===== src/rtl/mole_round_ctrl_pkg.sv =====
// Shared whack-a-mole definitions: hole count, clock frequency and round FSM encoding.
// Also used by the unique-number selector so both sides agree on hole indexing.
package mole_round_ctrl_pkg;

  localparam int CLK_FREQ_HZ = 50_000_000;
  localparam int NUM_HOLES   = 8;
  localparam int HOLE_W      = $clog2(NUM_HOLES);

  typedef enum logic [2:0] {
    IDLE      = 3'd0,
    REQ       = 3'd1,
    WAIT_SEL  = 3'd2,
    ARMED     = 3'd3,
    RESULT    = 3'd4,
    GAME_OVER = 3'd5
  } state_t;

  function automatic logic [NUM_HOLES-1:0] hole_mask(input logic [HOLE_W-1:0] h);
    hole_mask    = '0;
    hole_mask[h] = 1'b1;
  endfunction

endpackage


===== src/rtl/mole_round_ctrl_btn_edge_detect.sv =====
// Rising-edge detector for the hole buttons; history register updates every cycle,
// so a button already held when a mole lights never reports an edge.
module btn_edge_detect
  import mole_round_ctrl_pkg::*;
(
  input  logic                 i_clk,
  input  logic                 i_rst,
  input  logic [NUM_HOLES-1:0] i_btn,
  output logic [NUM_HOLES-1:0] o_rise
);

  logic [NUM_HOLES-1:0] r_btn_q;

  always_ff @(posedge i_clk or posedge i_rst) begin
    if (i_rst) begin
      r_btn_q <= '0;
    end else begin
      r_btn_q <= i_btn;
    end
  end

  assign o_rise = i_btn & ~r_btn_q;

endmodule


===== src/rtl/mole_round_ctrl.sv =====
// Whack-a-mole round controller: requests a hole, lights it, judges the first button
// edge or the timeout, pulses hit/miss for one cycle and keeps a saturating score.
module mole_round_ctrl
  import mole_round_ctrl_pkg::*;
#(
  parameter int WINDOW_CYCLES = CLK_FREQ_HZ,
  parameter int SCORE_W       = 8
) (
  input  logic                 clk,
  input  logic                 rst,
  input  logic                 start,
  output logic                 req,
  input  logic                 sel_done,
  input  logic [HOLE_W-1:0]    sel_num,
  input  logic                 all_selected,
  input  logic [NUM_HOLES-1:0] btn,
  output logic [NUM_HOLES-1:0] led,
  output logic [HOLE_W-1:0]    hole,
  output logic                 hit,
  output logic                 miss,
  output logic [SCORE_W-1:0]   score,
  output logic                 game_over
);

  localparam int              WIN_W    = (WINDOW_CYCLES > 1) ? $clog2(WINDOW_CYCLES) : 1;
  localparam logic [WIN_W-1:0] WIN_LAST = WIN_W'(WINDOW_CYCLES - 1);

  state_t               r_state;
  state_t               w_next;
  logic [WIN_W-1:0]     r_win;
  logic [NUM_HOLES-1:0] r_led;
  logic [HOLE_W-1:0]    r_hole;
  logic [SCORE_W-1:0]   r_score;
  logic                 r_was_hit;
  logic [NUM_HOLES-1:0] w_rise;
  logic                 w_clean_hit;
  logic                 w_outcome;
  logic                 w_clear_score;

  btn_edge_detect u_btn_edge (
    .i_clk  (clk),
    .i_rst  (rst),
    .i_btn  (btn),
    .o_rise (w_rise)
  );

  // A hit needs the lit hole to be the only button that rose this cycle.
  assign w_clean_hit = (w_rise == hole_mask(r_hole));
  assign w_outcome   = (|w_rise) || (r_win == WIN_LAST);

  always_ff @(posedge clk or posedge rst) begin
    if (rst) begin
      r_state <= IDLE;
    end else begin
      r_state <= w_next;
    end
  end

  always_comb begin
    w_next        = r_state;
    req           = 1'b0;
    hit           = 1'b0;
    miss          = 1'b0;
    game_over     = 1'b0;
    w_clear_score = 1'b0;
    case (r_state)
      IDLE: begin
        if (start) begin
          w_next        = REQ;
          w_clear_score = 1'b1;
        end
      end
      REQ: begin
        if (all_selected) begin
          w_next = GAME_OVER;
        end else begin
          req    = 1'b1;
          w_next = WAIT_SEL;
        end
      end
      WAIT_SEL: begin
        if (sel_done) w_next = ARMED;
      end
      ARMED: begin
        if (w_outcome) w_next = RESULT;
      end
      RESULT: begin
        hit    = r_was_hit;
        miss   = ~r_was_hit;
        w_next = REQ;
      end
      GAME_OVER: begin
        game_over = 1'b1;
        if (start) begin
          w_next        = REQ;
          w_clear_score = 1'b1;
        end
      end
      default: w_next = IDLE;
    endcase
  end

  always_ff @(posedge clk or posedge rst) begin
    if (rst) begin
      r_win     <= '0;
      r_led     <= '0;
      r_hole    <= '0;
      r_score   <= '0;
      r_was_hit <= 1'b0;
    end else begin
      if (w_clear_score) r_score <= '0;
      case (r_state)
        WAIT_SEL: begin
          if (sel_done) begin
            r_hole <= sel_num;
            r_led  <= hole_mask(sel_num);
            r_win  <= '0;
          end
        end
        ARMED: begin
          if (w_outcome) begin
            r_led     <= '0;
            r_was_hit <= w_clean_hit;
            if (w_clean_hit && (r_score != '1)) r_score <= r_score + SCORE_W'(1);
          end else begin
            r_win <= r_win + WIN_W'(1);
          end
        end
        default: ;
      endcase
    end
  end

  assign led   = r_led;
  assign hole  = r_hole;
  assign score = r_score;

endmodule

===== config.mk =====
export PLATFORM = sky130hd
export DESIGN_NAME = mole_round_ctrl
export DESIGN_NICKNAME = d
export VERILOG_FILES = /design/src/rtl/mole_round_ctrl_pkg.sv /design/src/rtl/mole_round_ctrl_btn_edge_detect.sv /design/src/rtl/mole_round_ctrl.sv
export SDC_FILE = /design/constraint.sdc
export NUM_CORES = 1
export LEC_CHECK = 0
export BUFFER_PORTS_ARGS = -buffer_cell sky130_fd_sc_hd__clkbuf_2
export CAP_MARGIN = 25
export CORE_MARGIN = 5
export CORE_UTILIZATION = 35
export CTS_BUF_LIST = sky130_fd_sc_hd__clkbuf_4
export CTS_CLUSTER_SIZE = 12
export DETAILED_ROUTE_END_ITERATION = 8
export PLACE_DENSITY_LB_ADDON = 0.12
export REMOVE_ABC_BUFFERS = 1
export SLEW_MARGIN = 20
export SYNTH_ARGS = -nofsm -noshare
export SYNTH_HDL_FRONTEND = slang
export SYNTH_SLANG_ARGS = --single-unit

===== constraint.sdc =====
create_clock -name clk -period 3.6 [get_ports clk]
set_input_delay 1.08 -clock clk [delete_from_list [all_inputs] [get_ports clk]]
set_output_delay 1.08 -clock clk [all_outputs]
set_load 0.01 [all_outputs]

* Word-level counts from Yosys, hierarchy flattened
Index checks and enable logic that the tools add are counted.
** Storage, ports and cells
- Register bits :: 57
- Logic and storage cells :: 67
- Input bits :: 16
- Output and inout bits :: 23
** Operators by class
- Add/subtract/negate cells :: 2
- Bitwise logic cells :: 3
- Magnitude comparators :: 4
- Multiplexer cells :: 26
- Reductions and logical operators :: 13
- Equality and inequality tests :: 12
** Operators with widths (count)
- 26-bit two-way mux :: 2
- 26-bit case mux with 2 select lines :: 1
- 8-bit two-way mux :: 6
- 26-bit by 1-bit adder with 26-bit output (second input constant) :: 1
- 26-bit == test (second input constant) :: 1
- 8-bit case mux with 2 select lines :: 1
- 3-bit case mux with 5 select lines :: 1
- 3-bit two-way mux :: 4
- 1-bit two-way mux :: 9
- 3-bit AND reduction :: 3
- 8-bit by 1-bit adder with 8-bit output (second input constant) :: 1
- 8-bit bitwise AND :: 1
- 8-bit == test :: 1
- 3-bit by 4-bit < comparator with 1-bit output (second input constant) :: 2
- 8-bit != test (second input constant) :: 1
- 8-bit inverter :: 1
- 8-bit OR reduction :: 1
- 1-bit demux with 3-bit select :: 2
- 3-bit by 2-bit == test with 1-bit output (second input constant) :: 2
- 3-bit == test (second input constant) :: 2
- 3-bit by 1-bit greater-or-equal comparator with 1-bit output (second input constant) :: 2
- 2-bit != test (second input constant) :: 3
- 2-bit AND reduction :: 2
- 3-bit by 1-bit == test with 1-bit output (second input constant) :: 1
- 7 further kinds :: 9

* Depth between registers and ports, before layout
Gate-level depths: netlist (run 1).
- Depth in word-level cells :: 9
- Mapped depth :: 9
- Mapped depth without buffers :: 7

* Hierarchy
A second synthesis (run 1) with hierarchy kept.
** Unflattened totals
- Cells, all modules :: 305
- Area, all modules :: 3019.1 µm²
** By module, submodules not included
- mole_round_ctrl :: cells an instance 288, seq. area each 1226.2 µm², area each 2705.1 µm², times used 1
- btn_edge_detect :: cells an instance 17, seq. area each 200.2 µm², area each 314.1 µm², times used 1

* Least setup slack after synthesis (run 1)
OpenSTA, ideal clock, no wires.
- Path kind :: input-to-reg
- Start :: input port btn[5]
- End :: register r_win[19]
- Buffers on the path :: 1
- Required time :: 3.522 ns
- Path slack :: 0.328 ns
- Cell stages on the path :: 7
- Arrival time :: 3.195 ns
- Setup time :: 0.078 ns
- Cell sequence :: nor2b_1 -> or4b_4 -> or3_1 -> buf_6 -> or3_4 -> or4_1 -> a21oi_1
** On the way
- Word-level cells in the longest chain between the ends :: 5
** RTL lines
- start: declaration :: line mole_round_ctrl.sv:16 : input logic [NUM_HOLES-1:0] btn,
- 8-bit bitwise AND :: line mole_round_ctrl_btn_edge_detect.sv:22 : assign o_rise = i_btn & ~r_btn_q;
- 8-bit OR reduction :: line mole_round_ctrl.sv:49 : assign w_outcome = (|w_rise) || (r_win == WIN_LAST);
- 1-bit logical OR :: line mole_round_ctrl.sv:49
- 2-bit != test (no line)
- 3-bit AND reduction (no line)
- end signal: assignment :: line mole_round_ctrl.sv:126 : r_win <= r_win + WIN_W'(1);
- end: declaration :: line mole_round_ctrl.sv:30 : logic [WIN_W-1:0] r_win;
Every way passes these cells.
A chain may end at the register's enable or synchronous reset.

* Worst setup path in the final report (run 1)
Same ends and word-level chain as after synthesis.

==> flow_summary.html, run 1 <==
<table>
<tr><th>Metric</th><th>Value</th></tr>
<tr><th colspan="2">Synthesis</th></tr>
<tr><td>Synth cell types</td><td>53</td></tr>
<tr><td>Yosys synthesis warning count</td><td>0</td></tr>
<tr><td>Share of synthesized area occupied by flip-flops and latches</td><td>46.4%</td></tr>
<tr><td>Flops &amp; latches, synth</td><td>57</td></tr>
<tr><td>Commonest register cell after synthesis</td><td>dfrtp_1</td></tr>
<tr><td>Syn_area_per_cell</td><td>approximately 9.4 um2</td></tr>
<tr><td>Cell count after synthesis</td><td>326</td></tr>
<tr><td>Count of flip-flops with a built-in enable after synthesis</td><td>0</td></tr>
<tr><td>Mapped cell area</td><td>~0.003 mm2</td></tr>
<tr><td>Proportion of synthesized flip-flops having asynchronous set or reset</td><td>100%</td></tr>
<tr><th colspan="2">Timing</th></tr>
<tr><td>Total count of hold-check failures in the final report</td><td>0</td></tr>
<tr><td>Shortest period the worst path allows</td><td>roughly 3.1 ns</td></tr>
<tr><td>TNS Setup</td><td>0 ns</td></tr>
<tr><td>Setup repair after global routing missed its margin</td><td>false</td></tr>
<tr><td>Slew at the pin closest to its max-slew limit</td><td>0.864 ns</td></tr>
<tr><td>Clock Skew</td><td>approximately 0.011 ns</td></tr>
<tr><td>Number of pins exceeding their max-slew limit in the final report</td><td>0</td></tr>
<tr><td>Final critical-path share of the clock period</td><td>85.3%</td></tr>
<tr><td>Max Freq</td><td>about 330 MHz</td></tr>
<tr><td>Max-slew headroom</td><td>roughly two fifths</td></tr>
<tr><td>Post-layout worst setup margin</td><td>about 0.53 ns</td></tr>
<tr><td>Count of endpoints failing setup in the final report</td><td>0</td></tr>
<tr><th colspan="2">Global route</th></tr>
<tr><td>GRT overflow</td><td>0</td></tr>
<tr><td>Antenna violations before repair</td><td>0</td></tr>
<tr><td>Global-route wire length before repair</td><td>12.9 mm</td></tr>
<tr><td>Via count of the first global-routing pass</td><td>2588</td></tr>
<tr><td>Largest net degree at the start of global routing</td><td>between 50 and 60</td></tr>
<tr><td>Global-route total usage across every layer</td><td>14.4%</td></tr>
<tr><th colspan="2">Hold path</th></tr>
<tr><td>Cell depth of the worst hold path</td><td>1</td></tr>
<tr><td>Hold WC Path Type</td><td>reg -&gt; reg</td></tr>
<tr><td>End of the worst hold path</td><td>led[2]</td></tr>
<tr><td>Hold wc startpoint</td><td>led[2]</td></tr>
<tr><th colspan="2">Route</th></tr>
<tr><td>Total Wirelength</td><td>7.25 mm</td></tr>
<tr><td>Antenna viol nets, final</td><td>0</td></tr>
<tr><td>Detailed Routing Iterations Pass 1</td><td>4</td></tr>
<tr><td>Post-route DRC violation count</td><td>0</td></tr>
<tr><td>DR vias/cell</td><td>5.32</td></tr>
<tr><td>Initial detailed-routing violation count</td><td>97</td></tr>
<tr><td>Total number of vias</td><td>~2500</td></tr>
<tr><td>Mean routed wirelength per cell</td><td>~15 um</td></tr>
<tr><th colspan="2">Clock tree</th></tr>
<tr><td>Cts bufs inserted</td><td>9</td></tr>
<tr><td>Maximum root-to-sink buffer count</td><td>2</td></tr>
<tr><td>CTS Hold Bufs</td><td>0</td></tr>
<tr><td>CTS Sinks</td><td>57</td></tr>
<tr><td>Post CTS Setup Buffer Count</td><td>0</td></tr>
<tr><td>Reg clk slew, reported paths</td><td>0.10 ns</td></tr>
<tr><td>CTS root buffer</td><td>clkbuf_4</td></tr>
<tr><td>CTS H-tree depth</td><td>3</td></tr>
<tr><td>Post-cts gate resize count</td><td>0</td></tr>
<tr><td>CTS tree</td><td>yes</td></tr>
<tr><td>Clock latency reported for the late side of the worst-skew pair</td><td>approximately 0.4 ns</td></tr>
<tr><th colspan="2">Critical path</th></tr>
<tr><td>Critical Path Start</td><td>btn[5]</td></tr>
<tr><td>Data required time at the worst endpoint</td><td>3.93 ns</td></tr>
<tr><td>Reg-to-reg startpoint</td><td>r_state[1]</td></tr>
<tr><td>Terminus of the critical flop-to-flop path</td><td>r_win[19]</td></tr>
<tr><td>Setup crit start kind</td><td>input pin</td></tr>
<tr><td>Worst reg-to-reg path cell count</td><td>6</td></tr>
<tr><td>Endpoint kind of the worst setup timing path</td><td>flop</td></tr>
<tr><td>Biggest fanout along the worst timing path</td><td>13</td></tr>
<tr><td>Worst endpoint data arrival time</td><td>between 3 and 4 ns</td></tr>
<tr><td>Reg-to-reg setup timing slack</td><td>approximately 0.94 ns</td></tr>
<tr><td>Worst setup path class</td><td>in -&gt; reg</td></tr>
<tr><th colspan="2">Cells and area</th></tr>
<tr><td>Footprint of the multi-input gates</td><td>0.00155 mm2</td></tr>
<tr><td>Area taken by flip-flops and latches</td><td>0.00143 mm2</td></tr>
<tr><td>Number of antenna diodes</td><td>0</td></tr>
<tr><td>Share of post-route cells with drive strength above 1</td><td>between 10% and 20%</td></tr>
<tr><td>Final design area excluding fillers</td><td>roughly 0.0035 mm2</td></tr>
<tr><td>Count of filler cells inserted in the layout</td><td>900</td></tr>
<tr><td>Post-synthesis to final-layout area growth</td><td>13.3%</td></tr>
<tr><td>Non-Filler Instances</td><td>about 480</td></tr>
<tr><td>Final #Nets</td><td>383</td></tr>
<tr><td>End-of-flow core utilization</td><td>40.4%</td></tr>
<tr><th colspan="2">Floorplan</th></tr>
<tr><td>Die boundary width</td><td>~100 um</td></tr>
<tr><td>Die Outline Area</td><td>0.0108 mm2</td></tr>
<tr><td>Cell row count</td><td>34</td></tr>
<tr><td>Starting density of the core</td><td>35.6%</td></tr>
<tr><td>Core area</td><td>0.00864 mm2</td></tr>
<tr><td>Top-level port count</td><td>39</td></tr>
<tr><td>Die span in y</td><td>slightly above 100 um</td></tr>
<tr><th colspan="2">Power and ir drop</th></tr>
<tr><td>Total power density per cell area</td><td>between 400 and 500 mW/mm2</td></tr>
<tr><td>Maximum vdd ir drop</td><td>0.000208 V</td></tr>
<tr><td>Leakage power figure</td><td>1.52 nW</td></tr>
<tr><th colspan="2">Placement</th></tr>
<tr><td>Post-detail-place hpwl</td><td>5.10 mm</td></tr>
<tr><td>Post-placement cell count</td><td>462</td></tr>
<tr><td>Total cell area at the placement stage</td><td>0.00337 mm2</td></tr>
<tr><td>I/O Buffers</td><td>38</td></tr>
<tr><td>Worst setup timing slack at the placement stage</td><td>around 0.12 ns</td></tr>
<tr><td>Gp weighted congestion</td><td>around 0.8</td></tr>
<tr><th colspan="2">Flow run</th></tr>
<tr><td>Max-cap viol count</td><td>0</td></tr>
<tr><th colspan="2">Status</th></tr>
<tr><td>Status</td><td>finished, final reports clean</td></tr>
</table>
-- sequential cells by signal, summed over array words and instances (netlist names) --
name / flops
score: 8
hole: 3
r_state: 3
r_win: 26
r_was_hit: 1
led: 8
u_btn_edge.r_btn_q: 8
-- critical path, stage by stage --
cell	delay, ns
clkbuf_2	0.09
nor2b_1	0.14
or4b_4	0.53
or3_1	0.41
or3_4	0.46
or4_1	0.52
a21oi_1	0.16
-- cells in the mapped netlist (2+ instances only) --
cell      instances  share of area (%)
or4_1             7                1.7
and2_1            3               0.61
xor2_1            5                1.4
a21oi_1          13                2.1
and3_1            6                1.2
nor2b_1           4               0.81
mux2i_1           2               0.65
mux2_2            2               0.73
nor3_1            7                1.1
nand4_1           9                1.8
a31o_2            2               0.57
or3_1             8                1.6
nand2_1          35                4.3
nor2_1           20                2.4
a211oi_1          2               0.49
o31ai_1           8                2.0
ha_1              2               0.81
o21ai_0          13                2.1
inv_1             6               0.73
nor3b_1           5                1.2
o311ai_0          3               0.85
a21o_1            4               0.98
buf_6             2               0.73
nand2b_1         10                2.0
o211ai_1          2               0.49
clkbuf_1         12                1.5
nor4_1           12                2.4
xnor2_1          17                4.8
nand3_1          18                2.9
nor4b_1           5                1.4
nand3b_1          4               0.98
dfrtp_1          57                 46
-- power breakdown --
part / switching [mW] / internal (mW)
registers: 0.116 / 0.715
clock network: 0.237 / 0.199
logic: 0.239 / 0.186
total: 0.591 / 1.10
-- through the flow --
stage	hold slack [ns]	power [mW]
after floorplan	0.472	1.09
after global placement	0.465	1.27
after global routing	0.511	1.82
after CTS	0.492	1.72
final	0.489	1.69
after detailed placement	0.470	1.27
-- cells by family after synthesis --
family / after synthesis / synth area share, %
XOR/XNOR: 22 / 6.27
buffers and inverters: 22 / 3.38
multiplexers: 4 / 1.38
adder cells (fa/ha/maj): 2 / 0.814
AO/OA/AOI/OAI: 54 / 11.4
AND/OR/NAND/NOR: 165 / 30.4
flip-flops: 57 / 46.4
-- routing by layer --
| metal | up-vias | global-route usage [%] | share of wire, % |
|---|---|---|---|
| li1 | 1262 | - | - |
| met4 | 0 | 4.16 | 1.2 |
| met5 | - | 0 | 0 |
| met1 | 1214 | 20.2 | 51 |
| met3 | 7 | 4.73 | 4.4 |
| met2 | 47 | 21.3 | 44 |
-- how the worst max path moves through the flow --
stage	slack, ns	to	cells past startpoint
6_report	0.53	r_win[19]	7
5_1_grt	0.44	r_win[19]	7
4_1_cts	0.55	r_win[19]	7
3_5_place_dp	0.12	r_win[19]	7
3_3_place_gp	0.16	r_win[19]	7
2_1_floorplan	0.27	r_win[19]	6
-- final cells by class --
cell class / instances / share of cell area, %
clock buffer: 9 / 1.94
clock inverter: 5 / 1.40
inverter: 6 / 0.646
multi-input combinational: 247 / 44.5
sequential: 57 / 40.9
tap: 108 / 3.88
timing repair buffer: 44 / 6.75
-- placed cells by master (no fill, tap or decap), types with 6 or more instances in the layout --
master	synthesis	final
dfrtp_1	57	57
clkbuf_2	0	38
nand2_1	35	35
nor2_1	20	20
nand3_1	18	18
xnor2_1	17	17
o21ai_0	13	13
a21oi_1	13	13
nor4_1	12	12
nand2b_1	10	10
nand4_1	9	9
clkbuf_4	0	9
or3_1	8	8
o31ai_1	8	8
or4_1	7	7
and3_1	6	6
nor3_1	7	6
buf_4	0	6
Note: power is estimated with default switching activity, not from simulation.
==> inputs of run 2 (changes only) <==
Settings changed: HOLD_SLACK_MARGIN from default to 0.15, PLACE_DENSITY from default to 0.64, PLACE_DENSITY_LB_ADDON 0.12 to default.
==> flow_summary.html, run 2 (synthesis results as in run 1) <==
<table>
<tr><th>Metric</th><th>Value</th></tr>
<tr><th colspan="2">Critical path</th></tr>
<tr><td>Cell depth of the worst setup path</td><td>7 (unchanged)</td></tr>
<tr><td>Reg-to-reg setup timing slack</td><td>0.90 ns (-0.04 ns)</td></tr>
<tr><td>Biggest fanout along the worst timing path</td><td>13 (unchanged)</td></tr>
<tr><td>Reg-to-reg startpoint</td><td>r_state[1]</td></tr>
<tr><td>Cell at the slowest stage of the critical path</td><td>or4b_4</td></tr>
<tr><td>Sequence of cells on the critical path</td><td>clkbuf_2 -&gt; nor2b_1 -&gt; or4b_4 -&gt; or3_1 -&gt; or3_4 -&gt; or4_1 -&gt; a21oi_1</td></tr>
<tr><td>Critical Path Start</td><td>btn[5]</td></tr>
<tr><td>Worst reg-to-reg path cell count</td><td>7 (+1)</td></tr>
<tr><td>Worst setup path class</td><td>in -&gt; reg</td></tr>
<tr><td>Worst stage delay on the critical path</td><td>0.55 ns (+0.02 ns)</td></tr>
<tr><td>Terminus of the critical flop-to-flop path</td><td>score[2]</td></tr>
<tr><td>Kind of cell adding the most delay to the critical path</td><td>simple AND/OR/NAND/NOR gates</td></tr>
<tr><td>Setup crit start kind</td><td>input pin</td></tr>
<tr><td>Data required time at the worst endpoint</td><td>3.94 ns (about the same)</td></tr>
<tr><td>CP bufs+invs</td><td>1 (unchanged)</td></tr>
<tr><td>Timing endpoint of the critical path</td><td>r_win[19]</td></tr>
<tr><td>Endpoint kind of the worst setup timing path</td><td>flop</td></tr>
<tr><td>Worst endpoint data arrival time</td><td>3.35 ns (-0.05 ns)</td></tr>
<tr><th colspan="2">Global route</th></tr>
<tr><td>GRT overflow</td><td>0 (unchanged)</td></tr>
<tr><td>Most utilized layer in the global route result</td><td>met2</td></tr>
<tr><td>Global-route total usage across every layer</td><td>13.7% (-0.78 points)</td></tr>
<tr><td>Largest net degree at the start of global routing</td><td>58 (unchanged)</td></tr>
<tr><td>Antenna violations before repair</td><td>0 (unchanged)</td></tr>
<tr><td>Global-route wire length before repair</td><td>12.2 mm (-4.9%)</td></tr>
<tr><td>Via count of the first global-routing pass</td><td>2574 (-0.54%)</td></tr>
<tr><td>GR met1 Demand/Resource</td><td>17.4% (-2.8 points)</td></tr>
<tr><td>Met3 usage</td><td>4.48% (-0.25 points)</td></tr>
<tr><td>Met2 usage</td><td>22.0% (+0.73 points)</td></tr>
<tr><th colspan="2">Floorplan</th></tr>
<tr><td>Die boundary width</td><td>104 um (unchanged)</td></tr>
<tr><td>Top-level port count</td><td>39 (unchanged)</td></tr>
<tr><td>Starting density of the core</td><td>35.6% (unchanged)</td></tr>
<tr><td>Cell row count</td><td>34 (unchanged)</td></tr>
<tr><td>Core area</td><td>0.00864 mm2 (unchanged)</td></tr>
<tr><td>Die Outline Area</td><td>0.0108 mm2 (unchanged)</td></tr>
<tr><td>Die span in y</td><td>104 um (unchanged)</td></tr>
<tr><th colspan="2">Timing</th></tr>
<tr><td>Count of endpoints failing setup in the final report</td><td>0 (unchanged)</td></tr>
<tr><td>Total count of hold-check failures in the final report</td><td>0 (unchanged)</td></tr>
<tr><td>Shortest period the worst path allows</td><td>3.01 ns (-0.0635 ns)</td></tr>
<tr><td>Number of pins exceeding their max-slew limit in the final report</td><td>0 (unchanged)</td></tr>
<tr><td>Max-slew headroom</td><td>40.1% (-1.8 points)</td></tr>
<tr><td>Slew at the pin closest to its max-slew limit</td><td>0.891 ns (+0.0275 ns)</td></tr>
<tr><td>Hold Slack</td><td>0.491 ns (+0.00236 ns)</td></tr>
<tr><td>Max Freq</td><td>333 MHz (+2.1%)</td></tr>
<tr><td>Setup repair after global routing missed its margin</td><td>false</td></tr>
<tr><td>Final critical-path share of the clock period</td><td>83.5% (-1.8 points)</td></tr>
<tr><td>TNS Setup</td><td>0 ns (unchanged)</td></tr>
<tr><td>Clock Skew</td><td>0.0155 ns (+0.00448 ns)</td></tr>
<tr><th colspan="2">Clock tree</th></tr>
<tr><td>CTS Hold Bufs</td><td>0 (unchanged)</td></tr>
<tr><td>CTS root buffer</td><td>clkbuf_4</td></tr>
<tr><td>Clock latency reported for the late side of the worst-skew pair</td><td>0.41 ns (+0.02 ns)</td></tr>
<tr><td>Post CTS Setup Buffer Count</td><td>0 (unchanged)</td></tr>
<tr><td>CTS Sinks</td><td>57 (unchanged)</td></tr>
<tr><td>Cts bufs inserted</td><td>9 (unchanged)</td></tr>
<tr><td>Maximum root-to-sink buffer count</td><td>2 (unchanged)</td></tr>
<tr><td>CTS H-tree depth</td><td>3 (unchanged)</td></tr>
<tr><td>CTS tree</td><td>yes</td></tr>
<tr><td>Post-cts gate resize count</td><td>0 (unchanged)</td></tr>
<tr><td>Reg clk slew, reported paths</td><td>0.11 ns (about the same)</td></tr>
<tr><th colspan="2">Placement</th></tr>
<tr><td>Post-detail-place hpwl</td><td>4.98 mm (-2.3%)</td></tr>
<tr><td>I/O Buffers</td><td>38 (unchanged)</td></tr>
<tr><td>Gp weighted congestion</td><td>0.868 (+8.3%)</td></tr>
<tr><th colspan="2">Power and ir drop</th></tr>
<tr><td>Maximum vdd ir drop</td><td>0.000259 V (+25%)</td></tr>
<tr><td>Leakage power figure</td><td>1.53 nW (+0.49%)</td></tr>
<tr><td>Total power density per cell area</td><td>489 mW/mm2 (+0.73%)</td></tr>
<tr><td>Tot Pwr</td><td>1.72 mW (+1.5%)</td></tr>
<tr><th colspan="2">Cells and area</th></tr>
<tr><td>Largest register FFs</td><td>26 (unchanged)</td></tr>
<tr><td>Post-synthesis to final-layout area growth</td><td>14.2%</td></tr>
<tr><td>Largest register by flop count</td><td>r_win</td></tr>
<tr><td>Most frequent standard cell in the layout excluding fill and tap cells</td><td>dfrtp_1</td></tr>
<tr><td>Share of post-route cells with drive strength above 1</td><td>19.5% (+0.49 points)</td></tr>
<tr><td>Number of antenna diodes</td><td>0 (unchanged)</td></tr>
<tr><td>Final #Nets</td><td>382 (-0.26%)</td></tr>
<tr><td>Most used cells in the layout excluding fill and tap cells</td><td>dfrtp_1 (57), clkbuf_2 (38), nand2_1 (35), nor2_1 (20), nand3_1 (18)</td></tr>
<tr><th colspan="2">Route</th></tr>
<tr><td>Post-route DRC violation count</td><td>0 (unchanged)</td></tr>
<tr><td>Antenna viol nets, final</td><td>0 (unchanged)</td></tr>
<tr><td>Mean routed wirelength per cell</td><td>14.8 um (-2.8%)</td></tr>
<tr><td>Total number of vias</td><td>2576 (+1.8%)</td></tr>
<tr><td>Detailed Routing Iterations Pass 1</td><td>4 (unchanged)</td></tr>
<tr><td>Initial detailed-routing violation count</td><td>146 (+51%)</td></tr>
<tr><td>Total Wirelength</td><td>7.06 mm (-2.6%)</td></tr>
<tr><td>DR vias/cell</td><td>5.40 (+1.6%)</td></tr>
<tr><th colspan="2">Status</th></tr>
<tr><td>Status</td><td>finished, final reports clean</td></tr>
<tr><th colspan="2">Hold path</th></tr>
<tr><td>Hold wc startpoint</td><td>led[6]</td></tr>
<tr><td>Hold WC Path Type</td><td>reg -&gt; reg</td></tr>
<tr><th colspan="2">Flow run</th></tr>
<tr><td>Max-cap viol count</td><td>0 (unchanged)</td></tr>
</table>
==> run 2: changes by cell type in the layout (fill, tap and decap cells not counted), sizes merged <==
cell | previous run | this run
inv | 6 | 7
clkinvlp | 0 | 1
buf | 6 | 5
==> run 2: how the worst min path moves through the flow <==
stage	to	depth (start not counted)
detailed placement	led[6]	1
floorplan	r_was_hit	2
global placement	led[1]	1
finish	led[6]	1
CTS	led[6]	1
global route	led[0]	1
==> run 2: worst reg2reg max path, delay by kind of cell, from the launching register on <==
| kind | cells | cell delay (ns) |
|---|---|---|
| buf+inv | 1 | 0.18 |
| compound gates | 2 | 0.54 |
| flops | 1 | 0.57 |
| simple gates | 4 | 1.31 |
==> run 2: layout make-up <==
cell class | instances | area (um2)
Inverter | 6 | 22.5
Timing Repair Buffer | 43 | 240
Clock inverter | 7 | 70.1
Multi-Input combinational cell | 247 | 1550
Sequential cell | 57 | 1430
Tap cell | 108 | 135
Clock buffer | 9 | 67.6
Fill cell | 884 | 5120
==> run 2: metal layers <==
metal  wire (um)  up-vias
met4          94        0
met3         345       10
met1        3250     1239
met2        3370       60
met5           0        -
li1            -     1267
==> run 2: power by group <==
part | leakage, nW | switching [mW] | total, mW | internal, mW
Clock | 0.0761 | 0.255 | 0.467 | 0.211
Sequential | 0.766 | 0.111 | 0.826 | 0.715
Combinational | 0.688 | 0.241 | 0.424 | 0.183
==> run 2: through the flow <==
step / area (um2) / util, % / instances / worst slack (ns)
after floorplan: 2990 / - / 310 / 0.269
after global placement: 3370 / 39.1 / 461 / 0.220
after detailed placement: 3370 / 39.1 / 461 / 0.186
after CTS: 3510 / 40.7 / 477 / 0.614
after global routing: 3510 / 40.7 / 477 / 0.517
final: 3510 / 40.7 / 477 / 0.594
==> inputs of run 3 (changes only) <==
Clock period 3.6 ns to 3.1 ns, I/O delays scaled along.
==> flow_summary.html, run 3 (synthesis results as in run 1) <==
<table>
<tr><th>Metric</th><th>Value</th></tr>
<tr><th colspan="2">Floorplan</th></tr>
<tr><td>Die boundary width</td><td>104 um (unchanged)</td></tr>
<tr><td>Starting density of the core</td><td>35.6% (unchanged)</td></tr>
<tr><td>Die span in y</td><td>104 um (unchanged)</td></tr>
<tr><td>Core area</td><td>0.00864 mm2 (unchanged)</td></tr>
<tr><td>Cell row count</td><td>34 (unchanged)</td></tr>
<tr><td>Die Outline Area</td><td>0.0108 mm2 (unchanged)</td></tr>
<tr><td>Top-level port count</td><td>39 (unchanged)</td></tr>
<tr><th colspan="2">Power and ir drop</th></tr>
<tr><td>Clock share of power</td><td>27.1% (about the same)</td></tr>
<tr><td>Leakage power figure</td><td>1.56 nW (+1.9%)</td></tr>
<tr><td>Internal power of the cells</td><td>1.30 mW (+17%)</td></tr>
<tr><td>Net switching component of the power</td><td>0.707 mW (+16%)</td></tr>
<tr><td>Share of total power in sequential cells</td><td>47.9% (-0.2 points)</td></tr>
<tr><td>Tot Pwr</td><td>2.01 mW (+17%)</td></tr>
<tr><td>Total power density per cell area</td><td>563 mW/mm2 (+15%)</td></tr>
<tr><td>Maximum vdd ir drop</td><td>0.000317 V (+23%)</td></tr>
<tr><td>Switching Share</td><td>35.2% (-0.17 points)</td></tr>
<tr><td>Comb power frac</td><td>25.1% (+0.4 points)</td></tr>
<tr><th colspan="2">Placement</th></tr>
<tr><td>Gp weighted congestion</td><td>0.794 (-8.6%)</td></tr>
<tr><td>I/O Buffers</td><td>38 (unchanged)</td></tr>
<tr><td>Total cell area at the placement stage</td><td>0.00343 mm2 (+1.6%)</td></tr>
<tr><td>Post-placement cell count</td><td>470 (+2.0%)</td></tr>
<tr><td>Post-detail-place hpwl</td><td>4.98 mm (about the same)</td></tr>
<tr><th colspan="2">Clock tree</th></tr>
<tr><td>CTS root buffer</td><td>clkbuf_4</td></tr>
<tr><td>CTS tree</td><td>yes</td></tr>
<tr><td>Post CTS Setup Buffer Count</td><td>0 (unchanged)</td></tr>
<tr><td>Reg clk slew, reported paths</td><td>0.10 ns (about the same)</td></tr>
<tr><td>CTS Hold Bufs</td><td>0 (unchanged)</td></tr>
<tr><td>Clock latency reported for the late side of the worst-skew pair</td><td>0.41 ns (about the same)</td></tr>
<tr><td>Post-cts gate resize count</td><td>0 (unchanged)</td></tr>
<tr><td>CTS H-tree depth</td><td>3 (unchanged)</td></tr>
<tr><td>CTS Sinks</td><td>57 (unchanged)</td></tr>
<tr><td>Cts bufs inserted</td><td>9 (unchanged)</td></tr>
<tr><td>Maximum root-to-sink buffer count</td><td>2 (unchanged)</td></tr>
<tr><th colspan="2">Timing</th></tr>
<tr><td>Shortest period the worst path allows</td><td>2.84 ns</td></tr>
<tr><td>Total count of hold-check failures in the final report</td><td>0 (unchanged)</td></tr>
<tr><td>Final critical-path share of the clock period</td><td>91.7%</td></tr>
<tr><td>Slew at the pin closest to its max-slew limit</td><td>0.907 ns (+0.0164 ns)</td></tr>
<tr><td>Setup repair after global routing missed its margin</td><td>false</td></tr>
<tr><td>Number of pins exceeding their max-slew limit in the final report</td><td>0 (unchanged)</td></tr>
<tr><td>Max-slew headroom</td><td>39.0% (-1.1 points)</td></tr>
<tr><td>Max Freq</td><td>352 MHz</td></tr>
<tr><td>Clock Skew</td><td>0.0195 ns (+0.00400 ns)</td></tr>
<tr><td>Count of endpoints failing setup in the final report</td><td>0 (unchanged)</td></tr>
<tr><th colspan="2">Cells and area</th></tr>
<tr><td>Final design area excluding fillers</td><td>0.00357 mm2 (+1.6%)</td></tr>
<tr><td>Most frequent standard cell in the layout excluding fill and tap cells</td><td>dfrtp_1</td></tr>
<tr><td>Most used cells in the layout excluding fill and tap cells</td><td>dfrtp_1 (57), clkbuf_2 (38), nand2_1 (35), nor2_1 (20), nand3_1 (18)</td></tr>
<tr><td>Count of filler cells inserted in the layout</td><td>874 (-1.1%)</td></tr>
<tr><td>Largest register by flop count</td><td>r_win</td></tr>
<tr><td>Post-synthesis to final-layout area growth</td><td>16.0%</td></tr>
<tr><td>Number of antenna diodes</td><td>0 (unchanged)</td></tr>
<tr><td>Final #Nets</td><td>391 (+2.4%)</td></tr>
<tr><td>Share of post-route cells with drive strength above 1</td><td>21.2% (+1.7 points)</td></tr>
<tr><td>Non-Filler Instances</td><td>486 (+1.9%)</td></tr>
<tr><td>Largest register FFs</td><td>26 (unchanged)</td></tr>
<tr><th colspan="2">Hold path</th></tr>
<tr><td>Hold WC Path Type</td><td>reg -&gt; reg</td></tr>
<tr><td>Hold wc startpoint</td><td>led[2]</td></tr>
<tr><td>End of the worst hold path</td><td>led[2]</td></tr>
<tr><td>Cell depth of the worst hold path</td><td>1 (unchanged)</td></tr>
<tr><th colspan="2">Critical path</th></tr>
<tr><td>Worst setup path class</td><td>in -&gt; reg</td></tr>
<tr><td>Terminus of the critical flop-to-flop path</td><td>r_state[2]</td></tr>
<tr><td>Endpoint kind of the worst setup timing path</td><td>flop</td></tr>
<tr><td>Biggest fanout along the worst timing path</td><td>12 (-1)</td></tr>
<tr><td>Reg-to-reg setup timing slack</td><td>0.47 ns (-0.43 ns)</td></tr>
<tr><td>Worst endpoint data arrival time</td><td>3.17 ns (-0.18 ns)</td></tr>
<tr><td>Cell at the slowest stage of the critical path</td><td>or4b_4</td></tr>
<tr><td>CP bufs+invs</td><td>1 (unchanged)</td></tr>
<tr><td>Data required time at the worst endpoint</td><td>3.43 ns (-0.51 ns)</td></tr>
<tr><td>Worst reg-to-reg path cell count</td><td>6 (-1)</td></tr>
<tr><td>Reg-to-reg startpoint</td><td>r_win[10]</td></tr>
<tr><td>Worst stage delay on the critical path</td><td>0.52 ns (-0.03 ns)</td></tr>
<tr><td>Setup crit start kind</td><td>input pin</td></tr>
<tr><td>Kind of cell adding the most delay to the critical path</td><td>simple AND/OR/NAND/NOR gates</td></tr>
<tr><td>Sequence of cells on the critical path</td><td>clkbuf_2 -&gt; nor2b_1 -&gt; or4b_4 -&gt; or3_1 -&gt; or3_4 -&gt; or4_1 -&gt; a21oi_1</td></tr>
<tr><th colspan="2">Route</th></tr>
<tr><td>Initial detailed-routing violation count</td><td>179 (+23%)</td></tr>
<tr><td>Detailed Routing Iterations Pass 1</td><td>4 (unchanged)</td></tr>
<tr><td>Post-route DRC violation count</td><td>0 (unchanged)</td></tr>
<tr><td>Total number of vias</td><td>2579 (+0.12%)</td></tr>
<tr><td>DR vias/cell</td><td>5.31 (-1.7%)</td></tr>
<tr><td>Total Wirelength</td><td>6.96 mm (-1.4%)</td></tr>
<tr><td>Mean routed wirelength per cell</td><td>14.3 um (-3.2%)</td></tr>
<tr><td>Antenna viol nets, final</td><td>0 (unchanged)</td></tr>
<tr><th colspan="2">Global route</th></tr>
<tr><td>Via count of the first global-routing pass</td><td>2694 (+4.7%)</td></tr>
<tr><td>Global-route total usage across every layer</td><td>13.9% (+0.26 points)</td></tr>
<tr><td>GRT overflow</td><td>0 (unchanged)</td></tr>
<tr><td>Global-route wire length before repair</td><td>12.6 mm (+2.9%)</td></tr>
<tr><td>Antenna violations before repair</td><td>0 (unchanged)</td></tr>
<tr><td>Largest net degree at the start of global routing</td><td>58 (unchanged)</td></tr>
<tr><th colspan="2">Status</th></tr>
<tr><td>Status</td><td>finished, final reports clean</td></tr>
<tr><th colspan="2">Flow run</th></tr>
<tr><td>Max-cap viol count</td><td>0 (unchanged)</td></tr>
</table>
[run 3: cell types whose count changed in the layout (fill, tap and decap cells not counted)]
cell,change
buf_12,-1
buf_4,+10
clkinv_1,+1
clkinv_2,-2
clkinv_4,+1
clkinvlp_4,+1
inv_6,-1
[run 3: cell type report]
cell class / count / area (um2) / area share [%]
clock inverters: 7 / 71.3 / 2.00
repair buffers: 52 / 295 / 8.27
well taps: 108 / 135 / 3.79
clock buffers: 9 / 67.6 / 1.89
multi-input cells: 247 / 1550 / 43.4
flip-flops and latches: 57 / 1430 / 40.0
inverters: 6 / 22.5 / 0.631
[run 3: worst register-to-register path, cell delays in order (launching register included)]
cell     delay, ns
dfrtp_1       0.45
nor4b_1       0.43
nand4_1       0.21
nor4_2        0.72
nor2_1        0.24
or3_1         0.40
a21oi_1       0.13
[run 3: per-layer routing]
layer / global-route usage (%) / share of wire (%) / up-vias
met5: 0 / 0 / -
li1: - / - / 1278
met2: 21.2 / 47 / 48
met4: 6.48 / 1.0 / 0
met1: 19.0 / 48 / 1246
met3: 2.74 / 3.4 / 7
[run 3: worst max-delay path by stage]
stage | startpoint | endpoint | slack [ns] | cells past startpoint
floorplan | btn[5] | r_win[19] | -0.08 | 6
global placement | btn[5] | r_win[19] | -0.14 | 7
detailed placement | btn[5] | r_win[19] | -0.16 | 7
CTS | btn[5] | r_win[19] | 0.28 | 7
global route | btn[5] | r_win[19] | 0.18 | 7
finish | btn[5] | r_win[19] | 0.26 | 7
[run 3: stage by stage]
stage | utilization [%] | TNS (ns) | worst slack (ns) | hold slack [ns]
after CTS | 41.3 | 0 | 0.278 | 0.498
after global placement | 39.7 | -0.305 | -0.137 | 0.463
after detailed placement | 39.7 | -0.511 | -0.157 | 0.472
after floorplan | - | -0.127 | -0.0805 | 0.472
final | 41.3 | 0 | 0.258 | 0.491
after global routing | 41.3 | 0 | 0.180 | 0.521
[run 3: power groups by stage]
stage / combinational (mW) / clock [mW] / sequential, mW
6_report: 0.503 / 0.544 / 0.961
5_1_grt: 0.570 / 0.604 / 0.987
4_1_cts: 0.512 / 0.561 / 0.962
3_5_place_dp: 0.510 / 0 / 0.977
3_3_place_gp: 0.503 / 0 / 0.971
2_1_floorplan: 0.308 / 0 / 0.964
